$ cat src/rtl/pcs_receive.sv
`default_nettype none
// ============================================================================
//  Module   : pcs_receive
//  Purpose  : 1000BASE-X PCS receive path (reduced Fig 36-7 style machine).
//             Decodes aligned 10-bit code groups into GMII-style receive
//             signals. Autonegotiation /C/ ordered sets and carrier extension
//             are not supported.
//  Ports    : GTX_CLK        in   single clock, rising edge
//             mr_main_reset  in   asynchronous active-low reset
//             rx_code_group  in   [9]=a ... [0]=j, one aligned group per clock
//             sync_status    in   1 = synchronization reports link OK
//             RXD            out  decoded byte
//             RX_DV          out  receive data valid
//             RX_ER          out  receive error
//             receiving      out  carrier sense, /S/ cycle to end of frame
//  Revision : 1.0  initial release
// ============================================================================
module pcs_receive #(
    parameter logic [7:0] SOP_RXD = 8'h55,
    parameter logic [7:0] ERR_RXD = 8'h0E
) (
    input  logic       GTX_CLK,
    input  logic       mr_main_reset,
    input  logic [9:0] rx_code_group,
    input  logic       sync_status,
    output logic [7:0] RXD,
    output logic       RX_DV,
    output logic       RX_ER,
    output logic       receiving
);

    // All-zero is not a legal code group, so it doubles as the flush value
    // that decodes as INVALID.
    localparam logic [9:0] CG_FLUSH   = 10'b0000000000;
    localparam logic [9:0] CG_R_NEG   = 10'b1110101000;
    localparam logic [9:0] CG_R_POS   = 10'b0001010111;

    typedef enum logic [2:0] {
        SYM_DATA    = 3'd0,
        SYM_K285    = 3'd1,
        SYM_R       = 3'd2,
        SYM_S       = 3'd3,
        SYM_T       = 3'd4,
        SYM_V       = 3'd5,
        SYM_INVALID = 3'd6
    } sym_kind_t;

    typedef struct packed {
        sym_kind_t  kind;
        logic [7:0] data;
    } sym_t;

    typedef enum logic [2:0] {
        LINK_FAILED = 3'd0,
        WAIT_FOR_K  = 3'd1,
        RX_K        = 3'd2,
        IDLE_D      = 3'd3,
        RECEIVE     = 3'd4,
        TRI_RRI     = 3'd5
    } state_t;

    // Both running-disparity columns are accepted; disparity is not tracked.
    function automatic sym_t decode(input logic [9:0] cg);
        sym_t s;
        s.kind = SYM_DATA;
        s.data = 8'h00;
        case (cg)
            10'b1001110100, 10'b0110001011: s.data = 8'h00;   // D0.0
            10'b0111010100, 10'b1000101011: s.data = 8'h01;   // D1.0
            10'b1011010100, 10'b0100101011: s.data = 8'h02;   // D2.0
            10'b1100011011, 10'b1100010100: s.data = 8'h03;   // D3.0
            10'b1011010101, 10'b0100100101: s.data = 8'h42;   // D2.2
            10'b0110110101, 10'b1001000101: s.data = 8'h50;   // D16.2
            10'b0101101101, 10'b0101100010: s.data = 8'h9A;   // D26.4
            10'b0110011010:                 s.data = 8'hA6;   // D6.5
            10'b1010101010:                 s.data = 8'hB5;   // D21.5
            10'b1010010110:                 s.data = 8'hC5;   // D5.6
            10'b0011111010, 10'b1100000101: s.kind = SYM_K285;
            CG_R_NEG, CG_R_POS:             s.kind = SYM_R;   // K23.7
            10'b1101101000, 10'b0010010111: s.kind = SYM_S;   // K27.7
            10'b1011101000, 10'b0100010111: s.kind = SYM_T;   // K29.7
            10'b0111101000, 10'b1000010111: s.kind = SYM_V;   // K30.7
            default:                        s.kind = SYM_INVALID;
        endcase
        return s;
    endfunction

    // Stage A is the one-group lookahead, stage B the group being evaluated.
    logic [9:0] cg_a;
    logic [9:0] cg_b;
    sym_t       sym_b;
    logic       a_is_r;

    always_ff @(posedge GTX_CLK or negedge mr_main_reset) begin
        if (!mr_main_reset) begin
            cg_a <= CG_FLUSH;
            cg_b <= CG_FLUSH;
        end else if (!sync_status) begin
            cg_a <= CG_FLUSH;
            cg_b <= CG_FLUSH;
        end else begin
            cg_a <= rx_code_group;
            cg_b <= cg_a;
        end
    end

    assign sym_b  = decode(cg_b);
    assign a_is_r = (cg_a == CG_R_NEG) || (cg_a == CG_R_POS);

    state_t     state;
    state_t     state_nxt;
    logic [7:0] rxd_nxt;
    logic       dv_nxt;
    logic       er_nxt;
    logic       rcv_nxt;

    // START_OF_PACKET, RX_DATA_ERROR and EARLY_END last exactly one group,
    // so they are produced as transition outputs rather than held states.
    always_comb begin
        state_nxt = state;
        rxd_nxt   = 8'h00;
        dv_nxt    = 1'b0;
        er_nxt    = 1'b0;
        rcv_nxt   = 1'b0;
        if (!sync_status) begin
            state_nxt = LINK_FAILED;
            // Flag the lost frame once; receiving drops on the same edge so
            // this cannot repeat while the link stays down.
            if (receiving) begin
                er_nxt  = 1'b1;
                rxd_nxt = ERR_RXD;
            end
        end else begin
            case (state)
                LINK_FAILED: state_nxt = WAIT_FOR_K;
                WAIT_FOR_K: begin
                    if (sym_b.kind == SYM_K285) state_nxt = RX_K;
                end
                RX_K: begin
                    if ((sym_b.kind == SYM_DATA) &&
                        ((sym_b.data == 8'h50) || (sym_b.data == 8'hC5)))
                        state_nxt = IDLE_D;
                    else
                        state_nxt = WAIT_FOR_K;
                end
                IDLE_D: begin
                    if (sym_b.kind == SYM_K285) begin
                        state_nxt = RX_K;
                    end else if (sym_b.kind == SYM_S) begin
                        state_nxt = RECEIVE;
                        rxd_nxt   = SOP_RXD;
                        dv_nxt    = 1'b1;
                        rcv_nxt   = 1'b1;
                    end else begin
                        state_nxt = WAIT_FOR_K;
                    end
                end
                RECEIVE: begin
                    rcv_nxt = 1'b1;
                    case (sym_b.kind)
                        SYM_DATA: begin
                            rxd_nxt = sym_b.data;
                            dv_nxt  = 1'b1;
                        end
                        SYM_T: begin
                            if (a_is_r) begin
                                state_nxt = TRI_RRI;
                                rcv_nxt   = 1'b0;
                            end else begin
                                rxd_nxt = ERR_RXD;
                                dv_nxt  = 1'b1;
                                er_nxt  = 1'b1;
                            end
                        end
                        SYM_K285: begin
                            state_nxt = RX_K;
                            rxd_nxt   = ERR_RXD;
                            dv_nxt    = 1'b1;
                            er_nxt    = 1'b1;
                            rcv_nxt   = 1'b0;
                        end
                        default: begin
                            rxd_nxt = ERR_RXD;
                            dv_nxt  = 1'b1;
                            er_nxt  = 1'b1;
                        end
                    endcase
                end
                TRI_RRI: begin
                    if (sym_b.kind == SYM_R)
                        state_nxt = TRI_RRI;
                    else if (sym_b.kind == SYM_K285)
                        state_nxt = RX_K;
                    else
                        state_nxt = WAIT_FOR_K;
                end
                default: state_nxt = LINK_FAILED;
            endcase
        end
    end

    always_ff @(posedge GTX_CLK or negedge mr_main_reset) begin
        if (!mr_main_reset) begin
            state     <= LINK_FAILED;
            RXD       <= 8'h00;
            RX_DV     <= 1'b0;
            RX_ER     <= 1'b0;
            receiving <= 1'b0;
        end else begin
            state     <= state_nxt;
            RXD       <= rxd_nxt;
            RX_DV     <= dv_nxt;
            RX_ER     <= er_nxt;
            receiving <= rcv_nxt;
        end
    end

endmodule
`default_nettype wire

$ cat config.mk
export PLATFORM = sky130hd
export DESIGN_NAME = pcs_receive
export DESIGN_NICKNAME = d
export VERILOG_FILES = /design/src/rtl/pcs_receive.sv
export SDC_FILE = /design/constraint.sdc
export NUM_CORES = 1
export LEC_CHECK = 0
export BUFFER_PORTS_ARGS = -buffer_cell sky130_fd_sc_hd__buf_2
export CORE_MARGIN = 1.5
export CORE_UTILIZATION = 34
export CTS_CLUSTER_SIZE = 20
export DETAILED_ROUTE_END_ITERATION = 6
export GPL_ROUTABILITY_DRIVEN = 1
export GPL_TIMING_DRIVEN = 0
export PLACE_DENSITY = 0.55
export SLEW_MARGIN = 20
export SYNTH_ARGS = -nofsm -noshare
export SYNTH_HDL_FRONTEND = slang
export SYNTH_SLANG_ARGS = --single-unit
$ cat constraint.sdc
create_clock -name GTX_CLK -period 1.75 [get_ports GTX_CLK]
set_input_delay 0.175 -clock GTX_CLK [delete_from_list [all_inputs] [get_ports GTX_CLK]]
set_output_delay 0.175 -clock GTX_CLK [all_outputs]
set_load 0.01 [all_outputs]
==> impl_metrics.csv <==
group,metric,value,unit
synth,yosysSeqAreaShare,0.434,
layout,layout.nets,267,
global_route,antenna_found_initial,0,
sta,drv_slew,0,
route,ant_nets,0,
sta,worstMarginPinSlew,0.911,ns
synth,yosys_most_used_dff,"dfrtp_1",
global_route,grt_pass1_wl,8.01,mm
layout,multi_input_area,1320,um2
floorplan,die-width,78.9,um
clock_network,root_buffer,"clkbuf_8",
setup_path,critPathMaxStageDelay,0.42,ns
power,p_total,1.87,mW
synth,yosys_warnings,0,
sta,finalCriticalPeriod,2.08,ns
route,drc,0,
floorplan,die_area,6230,um2
clock_network,clk_pin_slew,0.07,ns
run_status,status,"finished, violations left",
route,wl_per_cell,16.1,um
power,peakVddDrop,0.544,mV
layout,syn_to_final_growth,44.6,%
synth,synth_compound_area_frac,0.174,
synth,synth_fa_ha_area_frac,0,
floorplan,io_pins,24,
synth,synth_cell_types,54,
route,first_pass_iters,5,
power,p_leak,1.23,nW
setup_path,cp_top_family,"simple AND/OR/NAND/NOR gates",
setup_path,worstSetupStartpointType,"flop",
sta,fin_ws,-0.333,ns
sta,rsz0062_at_grt,"yes",
clock_network,clock_latency,0.29,ns
setup_path,crit_chain,"buf_6 -> buf_6 -> nor4b_4 -> nand2_1 -> o31ai_4 -> o31ai_4 -> nor3_2 -> o21ai_1",
synth,synth_top_family_by_area,"simple AND/OR/NAND/NOR gates",
sta,setup_viol,12,
sta,period_share,1.19,
global_route,first_global_vias,1639,
sta,worst_hold_slack,0.0920,ns
clock_network,htreeDepth,2,
placed_design,place_congestion,0.869,
layout,layout_common_cells,"dfrtp_1, buf_4, buf_2",
synth,syn_nets,208,
placed_design,io_buffers,23,
global_route,gr-usage-met3,0.0437,
synth,ys_ff_latch,34,
clock_network,cts_buffers,5,
setup_path,critPathArrivalTime,2.24,ns
setup_path,cp_max_fo,5,
global_route,use_met2,0.257,
setup_path,endpoint_kind,"flop",
run_status,violations,"negative setup slack",
sta,setup-tns-final,-3.17,ns
layout,diodes,0,
layout,seq_area,856,um2
global_route,grt_busiest_layer,"met2",
global_route,grt_max_degree,35,
setup_path,worstSetupPathType,"flop to flop",
layout,fillers,530,
synth,syn_inst,195,
synth,async_flop_share,1.00,
floorplan,rows,27,
power,p_per_area,662,nW/um2
layout,drive_gt1_frac,0.431,
synth,synthMuxAreaShare,0,
clock_network,max-clock-path-buffers,2,
global_route,use_met1,0.226,
layout,fin_util,0.511,
clock_network,cts_tree,"built",
synth,synth_edf_count,0,
synth,syn_area,1960,um2
placed_design,dp_slack,-0.497,ns
placed_design,dpl.hpwl,3.28,mm
global_route,overflow,0,
global_route,track_usage,0.167,
setup_path,ff2ff_setup_slack,-0.33,ns
route,wirelength,5.28,mm
run,cap_viol_max_count,0,
clock_network,clock_sinks,34,
synth,syn_avg_cell_area,10.0,um2
synth,synth_xor_area_frac,0.00447,
hold_path,hp-class,"input pin to flop",
sta,hold_viol,0,
sta,slew_headroom,0.391,
synth,synth-simple-area-share,0.358,
floorplan,start_util,0.354,
route,post_drt_via_cell_ratio,5.35,
route,initialDrtViolationCount,156,
floorplan,coreArea,5540,um2
setup_path,cp_slowest_cell,"dfrtp_1",
layout,final_common_cell,"dfrtp_1",
setup_path,required,1.91,ns
sta,finalClockSkew,0.00355,ns
floorplan,fp.dieH,78.9,um
route,vias,1750,
sta,timing.fmax,480,MHz
setup_path,crit_buf_inv,2,
-- metal layers --
metal,vias to the layer above,share of wire,routed length (um)
li1,849,-,-
met1,845,0.48,2530
met2,47,0.46,2430
met3,9,0.042,223
met4,0,0.018,96
met5,-,0,0
-- final timing paths --
check                      depth (start not counted)      end              from
max                                                8   RXD[2]           cg_b[0]
min                                                2  cg_a[2]  rx_code_group[2]
max reg2reg                                        8   RXD[2]           cg_b[0]
min reg2reg                                        1  cg_b[5]           cg_a[5]
max in group asynchronous                          2  cg_b[3]     mr_main_reset
min in group asynchronous                          2  cg_a[0]     mr_main_reset
-- cells in the mapped netlist (2+ instances only) --
| master | instances | share of area |
|---|---|---|
| nand3_1 | 4 | 0.010 |
| nand2b_1 | 6 | 0.019 |
| and4bb_1 | 2 | 0.013 |
| nor3_1 | 4 | 0.010 |
| o21ai_1 | 5 | 0.013 |
| a21boi_1 | 3 | 0.011 |
| clkbuf_1 | 3 | 0.0057 |
| nor4b_1 | 2 | 0.0089 |
| o211ai_1 | 2 | 0.0077 |
| o21ai_0 | 5 | 0.013 |
| a41o_1 | 2 | 0.010 |
| dfrtp_1 | 34 | 0.43 |
| o31ai_1 | 2 | 0.0077 |
| nand4b_1 | 4 | 0.018 |
| nor2b_1 | 10 | 0.032 |
| a21oi_1 | 6 | 0.015 |
| inv_1 | 3 | 0.0057 |
| nor4b_2 | 2 | 0.015 |
| nor4bb_1 | 4 | 0.020 |
| nand2_1 | 8 | 0.015 |
| nor2_1 | 10 | 0.019 |
| and2_1 | 21 | 0.067 |
| nand4_1 | 8 | 0.026 |
| a22oi_1 | 3 | 0.011 |
| and3_1 | 3 | 0.0096 |
| nor3b_1 | 2 | 0.0077 |
| buf_2 | 7 | 0.018 |
| nand4bb_1 | 3 | 0.017 |
| a31oi_1 | 2 | 0.0064 |
-- kinds of logic (layout without fill, tap and decap cells) --
kind of cell,Yosys count,after routing
xor+xnor,1,1
compound gates,44,44
flops,34,34
buf+inv,13,73
simple gates,103,103
-- power breakdown --
| group | switching [mW] | total [mW] | internal [mW] |
|---|---|---|---|
| combinational | 0.144 | 0.276 | 0.132 |
| sequential | 0.0509 | 0.875 | 0.824 |
| clock | 0.300 | 0.724 | 0.423 |
| total | 0.496 | 1.87 | 1.38 |
-- through the flow --
stage	area, um2	std cells
detailed placement	2170	290
finish	2830	327
global route	2830	327
global placement	2170	290
CTS	2530	310
floorplan	1970	195
-- flip-flops by register name, summed over array words and instances, names as in the netlist --
register	cells
RX_DV	1
receiving	1
state	3
RXD	8
cg_b	10
cg_a	10
RX_ER	1
-- layout make-up --
type                       instances  area share
clock buffer                       5      0.0243
timing repair buffer              52       0.130
tap                               72      0.0318
multi-input combinational        148       0.465
clock inverter                     3      0.0159
buffer                            10      0.0265
sequential                        34       0.302
inverter                           3     0.00398
-- worst reg2reg max path, delay by kind of cell (launching register included) --
kind	cells	cell delay [ns]
compound gates	3	0.59
buf+inv	2	0.27
flops	1	0.42
simple gates	3	0.69
-- timing repair --
| item | in CTS | in global routing |
|---|---|---|
| hold endpoints to repair | 34 | 0 |
| gates cloned | 0 | 1 |
| setup buffers | 11 | 16 |
| hold buffers | 1 | 0 |
| gates resized for setup | 31 | 34 |
| setup endpoints to repair | 14 | 13 |
| pin swaps | 13 | 23 |
No activity file was read; power rests on OpenSTA's default activity.
